[config.mk]
export PLATFORM = sky130hd
export DESIGN_NAME = seq_control_unit
export DESIGN_NICKNAME = d
export VERILOG_FILES = /design/src/rtl/seq_control_unit.sv
export SDC_FILE = /design/constraint.sdc
export NUM_CORES = 1
export LEC_CHECK = 0
export BUFFER_PORTS_ARGS = -buffer_cell sky130_fd_sc_hd__clkbuf_2
export CELL_PAD_IN_SITES_DETAIL_PLACEMENT = 2
export CELL_PAD_IN_SITES_GLOBAL_PLACEMENT = 2
export CORE_MARGIN = 2
export CORE_UTILIZATION = 35
export CTS_CLUSTER_DIAMETER = 30
export DETAILED_ROUTE_END_ITERATION = 7
export PLACE_DENSITY = 0.66
export SYNTH_ARGS = -nofsm -noshare
export SYNTH_HDL_FRONTEND = slang
export SYNTH_SLANG_ARGS = --single-unit
[constraint.sdc]
create_clock -name clk -period 9.34 [get_ports clk]
set_input_delay 0.934 -clock clk [delete_from_list [all_inputs] [get_ports clk]]
set_output_delay 0.934 -clock clk [all_outputs]
set_load 0.02 [all_outputs]
[src/rtl/seq_control_unit.sv]
// seq_control_unit: multi-cycle sequencer that fetches instructions, branches locally and hands ALU work to an external execute unit
//   clk, rst_n              : rising-edge clock, synchronous active-low reset
//   run                     : start pulse, restarts at pc 0 from IDLE or HALT
//   imem_addr/imem_rd       : instruction fetch request; imem_rdata returns one cycle later
//   ex_valid/ex_ready       : execute request handshake carrying ex_op, ex_a, ex_b
//   ex_rvalid/ex_result     : execute result, written to reg[W] while waiting for it
//   host_we/host_addr/wdata : register preload while IDLE or HALT; dbg_rdata reads reg[host_addr]
//   pc, busy, halted        : status
module seq_control_unit #(
   parameter int OP_W   = 5,
   parameter int ADDR_W = 5,
   parameter int WORD_W = OP_W + 3*ADDR_W,
   parameter int PC_W   = 5
) (
   input  logic              clk,
   input  logic              rst_n,
   input  logic              run,
   output logic [PC_W-1:0]   imem_addr,
   output logic              imem_rd,
   input  logic [WORD_W-1:0] imem_rdata,
   output logic              ex_valid,
   input  logic              ex_ready,
   output logic [OP_W-1:0]   ex_op,
   output logic [WORD_W-1:0] ex_a,
   output logic [WORD_W-1:0] ex_b,
   input  logic              ex_rvalid,
   input  logic [WORD_W-1:0] ex_result,
   input  logic              host_we,
   input  logic [ADDR_W-1:0] host_addr,
   input  logic [WORD_W-1:0] host_wdata,
   output logic [WORD_W-1:0] dbg_rdata,
   output logic [PC_W-1:0]   pc,
   output logic              busy,
   output logic              halted
);
   localparam int REG_CNT = 2**ADDR_W;
   typedef enum logic [2:0] {IDLE, FETCH, DECODE, EXEC, WAIT_R, HALT} state_t;
   state_t state, state_nx;
   logic [WORD_W-1:0] regs [REG_CNT];
   logic [WORD_W-1:0] ir;
   logic [OP_W-1:0]   op;
   logic [ADDR_W-1:0] fa, fb, fw, ir_w;
   logic idle, is_nop, is_brz, is_halt, is_alu, take, wb, unused_ir;
   // decode works straight off the fetched word; ir keeps it for the write-back address
   assign op        = imem_rdata[OP_W-1:0];
   assign fa        = imem_rdata[OP_W +: ADDR_W];
   assign fb        = imem_rdata[OP_W+ADDR_W +: ADDR_W];
   assign fw        = imem_rdata[OP_W+2*ADDR_W +: ADDR_W];
   assign ir_w      = ir[OP_W+2*ADDR_W +: ADDR_W];
   assign unused_ir = ^ir[OP_W+2*ADDR_W-1:0];
   assign is_nop    = op == '0;
   assign is_brz    = op == OP_W'(1);
   assign is_halt   = op == '1;
   assign is_alu    = !is_nop && !is_brz && !is_halt;
   assign take      = is_brz && regs[fa] == '0;
   assign idle      = state == IDLE || state == HALT;
   assign wb        = state == WAIT_R && ex_rvalid;
   assign imem_addr = pc;
   assign imem_rd   = state == FETCH;
   assign ex_valid  = state == EXEC;
   assign busy      = !idle;
   assign halted    = state == HALT;
   assign dbg_rdata = regs[host_addr];
   always_ff @(posedge clk) begin
      if (!rst_n) state <= IDLE;
      else state <= state_nx;
   end
   always_comb begin
      state_nx = state;
      case (state)
         IDLE, HALT: state_nx = run ? FETCH : state;
         FETCH:      state_nx = DECODE;
         DECODE:     state_nx = is_halt ? HALT : is_alu ? EXEC : FETCH;
         EXEC:       state_nx = ex_ready ? WAIT_R : EXEC;
         WAIT_R:     state_nx = ex_rvalid ? FETCH : WAIT_R;
         default:    state_nx = IDLE;
      endcase
   end
   always_ff @(posedge clk) begin
      if (!rst_n) begin
         pc    <= '0;
         ir    <= '0;
         ex_op <= '0;
         ex_a  <= '0;
         ex_b  <= '0;
      end else begin
         if (idle && run) pc <= '0;
         else if (state == DECODE && take) pc <= PC_W'(fw);
         else if ((state == DECODE && (is_nop || is_brz)) || wb) pc <= pc + 1'b1;
         if (state == DECODE) ir <= imem_rdata;
         if (state == DECODE && is_alu) begin
            ex_op <= op;
            ex_a  <= regs[fa];
            ex_b  <= regs[fb];
         end
      end
   end
   // host writes and result write-back live in disjoint states, so they never collide
   always_ff @(posedge clk) begin
      if (!rst_n) begin
         for (int i = 0; i < REG_CNT; i++) regs[i] <= '0;
      end else if (idle && host_we) begin
         regs[host_addr] <= host_wdata;
      end else if (wb) begin
         regs[ir_w] <= ex_result;
      end
   end
endmodule

* Word level (Yosys, flattened, before mapping)
Memories as Yosys holds them, arrays and structs flattened. A register that Yosys moved wholly into a read port is not among the register bits. Cells that the tools add are included.
Word-level totals: bits in registers 53, bits in writable memories 640, input port bits 71, output and inout bits 79, word-level logic and storage cells 63, memories kept 1
Memories:
- regs | depth 32, width 20, rd ports 3, clocked after Yosys merged registers in 1, wr ports 32, line 39 | logic [WORD_W-1:0] regs [REG_CNT];
Cells by class: $add $sub $neg 1, equality and inequality tests 8, muxes and demuxes 22, bitwise operators 1, reductions and logical operators 25
Operators with widths (number):
- $mux W20 | 2
- $reduce_or A20 Y1 | 2
- $logic_not A20 Y1 | 1
- $mux W5 | 4
- $pmux W3 S5 | 1
- $mux W3 | 4
- $mux W1 | 10
- $logic_and A1 B1 Y1 | 9
- $eq A3 B2 Y1 const B | 2
- $eq A3 B3 Y1 const B | 2
- $add A5 B1 Y5 const B | 1
- $eq A5 B1 Y1 const B | 1
- $eq A5 B5 Y1 const B | 1
- $logic_not A1 Y1 | 5
- $logic_not A5 Y1 | 1
- $reduce_or A2 Y1 | 2
- $eq A3 B1 Y1 const B | 1
- $logic_not A3 Y1 | 1
- $logic_or A1 B1 Y1 | 3
- $mux W2 | 1
- $ne A2 B2 Y1 const B | 1
- $reduce_bool A2 Y1 | 1
- $not A1 Y1 | 1

* Longest topological paths before layout
word-level depth 9, gate-level depth with buffers 14

* Least setup slack after synthesis
Ideal clock, no wire load.
path kind in2out, from input host_addr[0], to output dbg_rdata[0], arrival 3381 ps, required time 8406 ps, path slack 5025 ps, stages 6, buffers on the path 3, cells stage by stage clkbuf_1 -> buf_1 -> buf_1 -> mux4_2 -> mux4_2 -> mux2_2
On the way: longest elaborated chain between the ends 1
RTL lines:
- start: declaration | line 29 | input logic [ADDR_W-1:0] host_addr,
- $mem_v2 Z32 W20
- end: declaration | line 31 | output logic [WORD_W-1:0] dbg_rdata,
No other way between the ends.

==> summary.txt <==
Yosys
  • Yosys Warn Count: 0
  • Sequential element share of the synthesized area: 0.505
  • Syn_area_per_cell: 14.2 µm²
  • Number of flops mapped to enable cells by yosys: 640
  • Post-synthesis register bit count: 698
  • Post-synth cell types: 61
  • Synth top cells by count: 687 x nor2_1, 640 x edfxtp_1, 513 x mux4_2
  • Async SR Flop Fraction: 0
  • Top cells by area, synth: edfxtp_1 48%, mux4_2 29%, nor2_1 6.4%
  • Mapped cell area: 40,300 µm²
  • Synth area leader: edfxtp_1
  • Most common cell in the netlist: nor2_1
  • Post-synth top flop: edfxtp_1
  • Post-Synthesis Cells: 2,842
  • Post-Syn Nets: 2,914
  • Area fraction of the dominant cell type after synthesis: 0.477

CTS
  • Sink Count: 698
  • Root Buffer Master: clkbuf_16
  • Cts repair resizes: 0
  • Clock Pin Slew Worst Setup and Hold Paths: 0.05 ns
  • TritonCTS buffer count: 178
  • Cts hold-fix bufs: 0
  • Postcts setup bufs: 0
  • H-tree levels: 4
  • CTS tree: built
  • Worst skew pair latency: 0.80 ns
  • Worst-case clock buffer depth: 3

Timing
  • Slew Viols, Final: 0
  • Max_slew headroom: 0.0700
  • Worst setup margin: 4.12 ns
  • Maximum clock rate: 0.192 GHz
  • Setup-failing EPs final: 0
  • Post-route clock period utilization: 0.559
  • Setup TNS: 0 ns
  • Final Critical Period: 5.22 ns
  • Worst Tran Pin Value: 1.37 ns
  • RSZ-0062 raised after global routing: no
  • Fin. Hold Viols: 0
  • Setup Skew: 0.0327 ns
  • Worst Hold Slack: 0.446 ns

Final layout
  • Nets: 3,036
  • Fraction of layout cells with a size suffix above 1: 0.356
  • Filler cells: 10,900
  • Synth-to-Final Area Change: 21.3%
  • Finished Cell Area: 48,900 µm²
  • Seq. cell area: 20,400 µm²
  • Multi-input logic area: 18,900 µm²

Placement
  • Pre-CTS WS: 3.72 ns
  • Placed Area: 42,800 µm²
  • I/O Buffers: 149
  • Routability cong.: 0.905
  • DP HPWL: 117 mm

Routing
  • Detailed-route via count: 31,400
  • ANT nets after route: 0
  • DRC violations left: 0
  • Final wirelength: 196 mm
  • Per-cell routed wire length: 42.4 µm
  • Number of detailed-route iterations in the first pass: 6
  • Iter 0 DRT Violations: 4,491
  • Via density: 6.79

Min path
  • Hold Crit Depth: 3
  • Hold/Removal Path Class: in -> reg

Power
  • Pwr dens: 228 nW/µm²
  • Total Power: 0.0112 W
  • Peak VDD IR: 0.131 mV
  • Leak Pwr: 17.9 nW

Global route
  • GRT Util Overall: 0.333
  • Pin count of the biggest net entering global routing: 120
  • Total congestion overflow: 0
  • Global-route wire length before repair: 270 mm
  • Vias in the first global route: 32,600
  • Initial antenna violation count: 12

Floorplanning
  • Row Count: 124
  • # IOs: 150
  • Die W: 343 µm
  • DIE HEIGHT: 343 µm
  • Core region area: 114,000 µm²
  • Die area: 118,000 µm²
  • Initial core utilization: 0.353

Worst setup path
  • R2R Path End: regs[26][2]
  • Worst Path Max Fanout: 29
  • FF-to-FF path depth: 11
  • Req. time, crit path: 9.82 ns
  • Startpoint types: flop
  • Internal reg-to-reg setup slack: 4.12 ns
  • CP endpoint kind: flop
  • Worst Setup EP: regs[26][2]
  • Crit path from: state[0]
  • Worst reg2reg path startpoint: state[0]
  • WS Path Type: reg -> reg
  • Worst Path Arrival: 5.70 ns

Status
  • Status: finished, final reports clean

Run
  • Max_cap viols: 0
critical path, stage by stage, from the launching register on:
cell and delay [ns]:
dfxtp_1 0.55, nand2b_1 0.18, nor3b_1 0.06, buf_4 0.18, nand2_4 0.06, buf_4 0.85, mux2i_1 0.67, nor2b_1 0.26
nand2_1 0.16, buf_4 0.54, nand2_1 0.82, buf_4 0.55
layout by cell type, fill, tap and decap left out, types with 29 or more instances in the layout:
cell type	count
nor2_1	686
edfxtp_1	640
mux4_2	513
clkbuf_16	185
nand2_1	164
clkbuf_2	139
mux2i_1	125
buf_4	104
dfxtp_1	58
clkinv_2	35
a22oi_1	29
layer usage:
| layer | share of wire | vias to the layer above | track usage |
|---|---|---|---|
| met2 | 0.46 | 2429 | 0.515 |
| met1 | 0.37 | 16900 | 0.428 |
| met3 | 0.12 | 604 | 0.0950 |
| met5 | 0.00035 | - | 0 |
| met4 | 0.057 | 10 | 0.172 |
| li1 | - | 11400 | - |
logic make-up (layout without fill, tap and decap cells):
| kind of cell | Yosys count | after routing | synth area share |
|---|---|---|---|
| simple gates | 965 | 965 | 0.0975 |
| other cells | 0 | 1 | 0 |
| mux | 688 | 688 | 0.332 |
| buf+inv | 318 | 588 | 0.0330 |
| flops | 698 | 698 | 0.505 |
| xor+xnor | 1 | 1 | 0.000217 |
| fa+ha+maj | 1 | 1 | 0.000310 |
| compound gates | 171 | 171 | 0.0319 |
final cells by class:
class,count,area share
sequential,698,0.417
clock buffer,207,0.0966
clock inverter,121,0.0284
multi-input combinational,1826,0.386
tap,1512,0.0387
timing repair buffer,251,0.0326
inverter,9,0.000691
antenna,1,0.0000512
how the worst min path moves through the flow:
stage,from,to
floorplan,ir[19],ir[19]
detailed placement,ex_a[3],ex_a[3]
global route,imem_rdata[19],ir[19]
global placement,ex_op[4],ex_op[4]
CTS,imem_rdata[17],ir[17]
finish,imem_rdata[17],ir[17]
sequential cells by signal (all words and copies together), names as in the netlist:
signal     cells
imem_addr      5
regs         640
ex_b          20
ir             5
state          3
ex_a          20
ex_op          5
through the flow:
| stage | utilization | instances |
|---|---|---|
| floorplan | - | 2842 |
| global placement | 0.374 | 4296 |
| detailed placement | 0.374 | 4296 |
| CTS | 0.428 | 4624 |
| global route | 0.428 | 4624 |
| finish | 0.428 | 4625 |
power by group:
part / total [W] / leakage [nW] / internal (W) / switching, W
clock: 0.00634 / 2.99 / 0.00431 / 0.00204
sequential: 0.00363 / 7.15 / 0.00353 / 0.0000956
combinational: 0.00119 / 7.74 / 0.000446 / 0.000744
total: 0.0112 / 17.9 / 0.00828 / 0.00287
No activity file was read; power rests on OpenSTA's default activity.
